--- config.mk ---
export PLATFORM = sky130hd
export DESIGN_NAME = vending_machine
export DESIGN_NICKNAME = d
export VERILOG_FILES = /design/src/rtl/vending_machine.sv
export SDC_FILE = /design/constraint.sdc
export NUM_CORES = 1
export LEC_CHECK = 0
export CORE_MARGIN = 1.5
export CORE_UTILIZATION = 29
export CTS_BUF_LIST = sky130_fd_sc_hd__clkbuf_8
export DETAILED_ROUTE_END_ITERATION = 8
export PLACE_DENSITY = 0.53
export SLEW_MARGIN = 20
export SYNTH_ARGS = -nofsm -noshare
export SYNTH_HDL_FRONTEND = slang
export SYNTH_SLANG_ARGS = --single-unit
--- constraint.sdc ---
create_clock -name clk -period 4.6 [get_ports clk]
set_clock_uncertainty 0.15 [all_clocks]
set_input_delay 0.92 -clock clk [delete_from_list [all_inputs] [get_ports clk]]
set_output_delay 0.92 -clock clk [all_outputs]
set_load 0.02 [all_outputs]
--- src/rtl/vending_machine.sv ---
// Three-item coin-operated vending controller: credit accumulation, vend with change,
// cancel refund, per-item stock tracking and a registered low-stock flag.
module vending_machine #(
  parameter int PRICE_A    = 15,
  parameter int PRICE_B    = 20,
  parameter int PRICE_C    = 25,
  parameter int INIT_STOCK = 3,
  parameter int LOW_THRESH = 1,
  parameter int MAX_CREDIT = 200
) (
  input  logic       clk,
  input  logic       reset,
  input  logic [1:0] coin_in,
  input  logic [1:0] select_item,
  input  logic       cancel,
  output logic       dispense_A,
  output logic       dispense_B,
  output logic       dispense_C,
  output logic       refund,
  output logic [7:0] change_out,
  output logic       low_stock
);

  typedef enum logic {IDLE, CREDIT} state_t;

  state_t     state_reg, state_next;
  logic [7:0] credit_reg, credit_next;
  logic [7:0] stock_reg [3];
  logic [7:0] stock_next [3];
  logic [2:0] dispense_reg, dispense_next;
  logic       refund_reg, refund_next;
  logic [7:0] change_reg, change_next;
  logic       low_reg, low_next;

  logic [7:0] coin_val;
  logic [8:0] coin_sum;
  logic [7:0] eff;
  logic [7:0] price;
  logic [2:0] sel_onehot;
  logic [7:0] sel_stock;

  always_ff @(posedge clk or negedge reset) begin
    if (!reset) begin
      state_reg    <= IDLE;
      credit_reg   <= '0;
      dispense_reg <= '0;
      refund_reg   <= 1'b0;
      change_reg   <= '0;
      low_reg      <= 1'b0;
      for (int i = 0; i < 3; i++) stock_reg[i] <= 8'(INIT_STOCK);
    end else begin
      state_reg    <= state_next;
      credit_reg   <= credit_next;
      dispense_reg <= dispense_next;
      refund_reg   <= refund_next;
      change_reg   <= change_next;
      low_reg      <= low_next;
      for (int i = 0; i < 3; i++) stock_reg[i] <= stock_next[i];
    end
  end

  always_comb begin
    coin_val      = 8'd0;
    price         = 8'd0;
    sel_onehot    = 3'b000;
    sel_stock     = 8'd0;
    state_next    = state_reg;
    credit_next   = credit_reg;
    dispense_next = 3'b000;
    refund_next   = 1'b0;
    change_next   = 8'd0;
    for (int i = 0; i < 3; i++) stock_next[i] = stock_reg[i];

    case (coin_in)
      2'b01:   coin_val = 8'd5;
      2'b10:   coin_val = 8'd10;
      2'b11:   coin_val = 8'd20;
      default: coin_val = 8'd0;
    endcase

    // A coin that would push credit past the ceiling is swallowed, not refunded.
    coin_sum = {1'b0, credit_reg} + {1'b0, coin_val};
    eff      = (coin_sum > 9'(MAX_CREDIT)) ? credit_reg : coin_sum[7:0];

    case (select_item)
      2'b01:   begin price = 8'(PRICE_A); sel_onehot = 3'b001; sel_stock = stock_reg[0]; end
      2'b10:   begin price = 8'(PRICE_B); sel_onehot = 3'b010; sel_stock = stock_reg[1]; end
      2'b11:   begin price = 8'(PRICE_C); sel_onehot = 3'b100; sel_stock = stock_reg[2]; end
      default: begin price = 8'd0;        sel_onehot = 3'b000; sel_stock = 8'd0;         end
    endcase

    if (cancel) begin
      if (eff != 8'd0) begin
        refund_next = 1'b1;
        change_next = eff;
      end
      credit_next = 8'd0;
      state_next  = IDLE;
    end else if (sel_onehot != 3'b000 && eff >= price && sel_stock != 8'd0) begin
      dispense_next = sel_onehot;
      change_next   = eff - price;
      credit_next   = 8'd0;
      state_next    = IDLE;
      for (int i = 0; i < 3; i++)
        if (sel_onehot[i]) stock_next[i] = stock_reg[i] - 8'd1;
    end else begin
      // Coin only, or a select that failed on credit or stock: keep the credit.
      credit_next = eff;
      state_next  = (eff != 8'd0) ? CREDIT : IDLE;
    end

    low_next = 1'b0;
    for (int i = 0; i < 3; i++)
      if (stock_next[i] <= 8'(LOW_THRESH)) low_next = 1'b1;
  end

  assign dispense_A = dispense_reg[0];
  assign dispense_B = dispense_reg[1];
  assign dispense_C = dispense_reg[2];
  assign refund     = refund_reg;
  assign change_out = change_reg;
  assign low_stock  = low_reg;

endmodule

Word-level counts from Yosys, hierarchy flattened --
Cells that the tools add are included.
Storage, ports and cells: output and inout bits 13, register bits 45
Operators by class: reductions and logical operators 5, equality and inequality tests 6, order comparisons 5, add/subtract/negate cells 5, muxes and demuxes 22
Operators by type and width (count):
- 8-bit 2-to-1 mux | 9
- 24-bit 2-to-1 mux | 2
- 5-bit one-hot mux with 3 select lines | 2
- 8-bit by 1-bit less-or-equal comparator with 1-bit output, second input constant | 3
- 8-bit one-hot mux with 3 select lines | 1
- 8-bit by 1-bit subtractor with 8-bit output, second input constant | 3
- 8-bit nonzero test | 2
- 8-bit by 8-bit adder with 9-bit output | 1
- 9-bit by 8-bit > comparator with 1-bit output, second input constant | 1
- 3-bit one-hot mux with 3 select lines | 1
- 2-bit == test, second input constant | 4
- 8-bit greater-or-equal comparator | 1
- 8-bit subtractor | 1
- 3-bit 2-to-1 mux | 2
- 1-bit 2-to-1 mux | 5
- 2-bit by 1-bit == test with 1-bit output, second input constant | 2
- 3-bit nonzero test | 1
- 1-bit logical AND | 2

Longest topological paths before layout --
depth in word-level cells 14, gate-level depth with buffers 22

Least setup slack after synthesis --
No wires, ideal clock.
path kind input to register, start input coin_in[0], end register change_reg[6] (netlist: change_out[6]), arrival 5.079 ns, library setup time 0.087 ns, stages on the path 19, slack -0.716 ns, required time 4.363 ns, cells stage by stage nor2b_1 ha_1 ha_1 or3_1 a211oi_2 o211ai_1 a21boi_0 nor2_2 mux2i_1 ha_1 fa_1 nor2b_1 o21ai_0 nand2b_1 a41o_1 a21oi_1 a2111oi_4 or4b_1 o211ai_1
On the way: cells in the longest elaborated chain, start to end 10, elaborated cells between the ends (all ways) 15, those cells by class 2 x add/sub; 2 x order compare; 3 x eq/ne; 5 x mux; 3 x reduce/logical
RTL lines:
- start: declaration | RTL line 13 | input logic [1:0] coin_in,
- 2-bit == test or 2-bit by 1-bit == test with 1-bit output (tied branches) | RTL line 74 | case (coin_in)
- 5-bit one-hot mux with 3 select lines (*) | RTL line 74
- 8-bit by 8-bit adder with 9-bit output (*) | RTL line 82 | coin_sum = {1'b0, credit_reg} + {1'b0, coin_val};
- 9-bit by 8-bit > comparator with 1-bit output | RTL line 83 | eff = (coin_sum > 9'(MAX_CREDIT)) ? credit_reg : coin_sum[7:0];
- 8-bit 2-to-1 mux (*) | RTL line 83
- 8-bit greater-or-equal comparator | RTL line 99 | end else if (sel_onehot != 3'b000 && eff >= price && sel_stock != 8'd0) begin
- 1-bit logical AND (2 in series) | RTL line 99
- 8-bit 2-to-1 mux | RTL line 99
- 8-bit 2-to-1 mux (*) | RTL line 92 | if (cancel) begin
- named net change_next[6] | RTL line 32 | logic [7:0] change_reg, change_next;
- end signal: assignment | RTL line 56 | change_reg <= change_next;
- end: declaration | RTL line 32
Mark *: on every way through the listed nets, which the timed path passes. The rest lies on a longest branch.

Worst setup path in the final report --
start input coin_in[0], end register low_reg (netlist: low_stock)
On the way: cells in the longest elaborated chain, start to end 14, elaborated cells between the ends (all ways) 18, those cells by class 1 x add/sub; 5 x order compare; 3 x eq/ne; 7 x mux; 2 x reduce/logical
RTL lines:
- 2-bit == test or 2-bit by 1-bit == test with 1-bit output (tied branches) | RTL line 74
- 5-bit one-hot mux with 3 select lines (*) | RTL line 74
- 8-bit by 8-bit adder with 9-bit output (*) | RTL line 82
- 9-bit by 8-bit > comparator with 1-bit output | RTL line 83
- 8-bit 2-to-1 mux (*) | RTL line 83
- 8-bit greater-or-equal comparator (*) | RTL line 99
- 1-bit logical AND (*) (2 in series) | RTL line 99
- 24-bit 2-to-1 mux (*) | RTL line 99
- 24-bit 2-to-1 mux (*) | RTL line 92
- 8-bit by 1-bit less-or-equal comparator with 1-bit output | RTL line 114 | if (stock_next[i] <= 8'(LOW_THRESH)) low_next = 1'b1;
- 1-bit 2-to-1 mux (2 in series) | RTL line 114
- 1-bit 2-to-1 mux (*) | RTL line 114
- named net low_next | RTL line 33 | logic low_reg, low_next;
- end signal: assignment | RTL line 57 | low_reg <= low_next;
- end: declaration | RTL line 33
Marks and branches as above.

==> run metrics <==
top post-synthesis cells by area dfrtp_1, ha_1, dfstp_2, nand2_1, xnor2_1; Yosys reg bits 45; layout cells sized above 1 40.7%; Clock Power Share 12.2%; clk buf depth 2; fmax 0.213 GHz; DR iter-0 viols 64; Comb power frac 59.4%; CTS Buf Count 5; Critical-path top delay cell mux2i_2; diode count 0; # fillers 1,014; Switching Share 40.9%; HPWL Detailed 5430 um; Req. time, crit path 4.68 ns; Syn. warnings 0; # port buffers 19; Mean Syn Cell Area 9.33 sq um; failing checks setup timing; initial core utilization 29.9%; net switching power figure 1.02 mW; Clock Latency Late Sink 0.31 ns; post-route total power 2.49 mW; DRC viols 0; Final Cycle Share 102%; Max VDD drop 290 uV; Std-Cell Rows 37; RSZ-0062 raised after global routing yes; max-slew violations 0; Worst Tran Pin Value 0.631 ns; largest net degree at the start of global routing 46; leakage power total 1.97 nW; pwr dens 567 mW/mm^2; CP max stage delay 0.29 ns; area of the mapped netlist 0.00307 sq mm; Root Driver clkbuf_8; Post-Route Setup TNS -0.335 ns; Final Hold Vio Count 0; slew margin rel. 57.8%; die area 0.0112 sq mm; DP Worst Slack -1.07 ns; vias per cell 4.90; hold path depth 1; drt wl/cell 13.6 um; Worst R2R Setup Slack 0.24 ns; H-Tree Depth 2; HP Start stock_reg[14]; antenna violations before repair 0; share of the synthesized area in the top cell type 31.8%; worst-path cell chain buf_8, buf_6, ha_4, a211oi_2, a21oi_2, a211oi_4, a2bb2oi_1, nand4_1, nor2_4, mux2i_2, ha_2, fa_2, nor2b_2, o21ai_1, nand2b_1, a41o_1, a21o_1, o2111ai_2, xor2_2, nand4_1, o211ai_1; R2R depth 19; Critical Path Sink Type flip-flop; worst-path maximum fanout 8; area grow syn2layout 43.3%; CTS tree yes; Hold Crit Class reg -> reg; outcome complete, but fails checks; first-pass GRT wire length 12,600 um; Int Pwr 1.47 mW; Nets 439; Main synth FF type dfrtp_1; reg-to-reg startpoint credit_reg[2]; die height 106 um; clock-pin transition on the worst setup and hold timing paths 0.09 ns; vias in the first global route 2,679; Post-Route WL 7460 um; IO Pins 20; Max-cap violations 0; Crit path max-delay family compound AO/OA/AOI/OAI gates; number of synthesized flops with an enable pin 0; Util after Layout 42.8%; Core Area 0.0103 sq mm; Worst Setup Path Type in -> reg; remaining antenna violation count 0; Sequential Power Share 28.4%; Synth cell types 69; critical path launch point type primary input; final count of negative-setup-slack endpoints 8; commonest cells after routing, fill and taps aside buf_4, dfrtp_1, nor2_1; Seq/Total Area, Yosys 36.9%; drt pass-1 iters 4; via count 2,689; global route total overflow 0; commonest non-fill, non-tap cell in the layout buf_4; Final WS setup -0.0893 ns; RePlAce Congestion 0.818; Die Wd 106 um; CP Buf/Inv Count 2; clk sinks 45; FFs w/ async S/R, synth 100%; arrival time at the worst endpoint 4.77 ns; Syn Inst Count 329; Largest register FFs 24; Synth area leader dfrtp_1; Tot GR Track Use 14.0%; Syn Nets 356; CP most frequent cell nand4_1; minimum clock period 4.69 ns; worst reg2reg path endpoint low_stock; Hold Crit Endpoint stock_reg[14]
[cell usage after synthesis, drive strengths merged, types with 2 or more instances]
cell type and count:
a21o 4, nand3b 3, nor2b 7, and3b 2
o211ai 5, nor3 13, clkbuf 4, or3 7
nand3 6, dfrtp 39, a2bb2oi 3, xor2 11
mux2 3, or4 3, ha 19, xnor2 13
mux2i 3, and2 10, nor4 5, a21oi 13
nor3b 2, inv 20, a211oi 5, buf 2
nand2b 5, or2 2, a31oi 4, nand4b 2
o21ai 22, nand2 32, o31ai 4, nor2 28
dfstp 6, nand4 3
[power groups by stage]
stage          Sequential, mW  Clock (mW)  Combinational, mW
2_1_floorplan           0.702           0              0.749
3_3_place_gp            0.701           0               1.19
3_5_place_dp            0.701           0               1.20
4_1_cts                 0.703       0.315               1.30
5_1_grt                 0.733       0.326               1.64
6_report                0.709       0.305               1.48
[how the worst max path moves through the flow]
stage,startpoint,endpoint,cells past startpoint
2_1_floorplan,coin_in[0],stock_reg[13],20
3_3_place_gp,coin_in[0],change_out[6],21
3_5_place_dp,coin_in[1],stock_reg[13],22
4_1_cts,coin_in[0],change_out[6],21
5_1_grt,coin_in[0],low_stock,22
6_report,coin_in[0],low_stock,21
[per-layer routing]
layer  track usage, %  vias to the layer above  share of wire [%]
met4             3.57                        0                1.4
met5                0                        -                  0
li1                 -                     1336                  -
met2             23.7                       41                 49
met3             2.29                       10                2.4
met1             18.6                     1302                 47
[layout make-up]
class,instances,area [sq um],share of cell area [%]
multi-input cells,258,2210,50.3
flip-flops and latches,45,1130,25.8
repair buffers,82,693,15.8
well taps,136,170,3.87
inverters,20,77.6,1.76
clock buffers,5,68.8,1.56
clock inverters,3,42.5,0.967
[worst register-to-register path, cell delays in order (launching register included)]
cell	delay, ns
dfrtp_1	0.45
ha_4	0.31
a211oi_2	0.25
a21oi_2	0.07
a211oi_4	0.28
a2bb2oi_1	0.18
nand4_1	0.17
nor2_4	0.24
mux2i_2	0.29
ha_2	0.23
fa_2	0.21
nor2b_2	0.05
o21ai_1	0.11
nand2b_1	0.08
a41o_1	0.23
a21o_1	0.21
o2111ai_2	0.25
xor2_2	0.18
nand4_1	0.15
o211ai_1	0.20
[stage by stage]
step,std cells,area (sq um),hold WS (ns)
after global placement,521,3820,0.314
after detailed placement,521,3820,0.313
after floorplan,329,3170,0.293
after global routing,549,4400,0.345
after CTS,542,4150,0.327
final,549,4400,0.326
[cells by family (layout without fill, tap and decap cells)]
| family | count (synthesis) | in the layout | share of synthesized area, % |
|---|---|---|---|
| compound gates | 74 | 74 | 18.1 |
| xor+xnor | 24 | 24 | 6.85 |
| fa+ha+maj | 20 | 20 | 8.40 |
| buf+inv | 26 | 110 | 3.46 |
| flops | 45 | 45 | 36.9 |
| mux | 6 | 6 | 2.20 |
| simple gates | 134 | 134 | 24.1 |
[timing repair]
item / CTS / global route
pin swaps: 18 / 21
hold buffers: 0 / 0
setup endpoints to repair: 44 / 44
resized for setup: 35 / 59
buffers inserted: 13 / 9
Note: power is estimated with default switching activity, not from simulation.
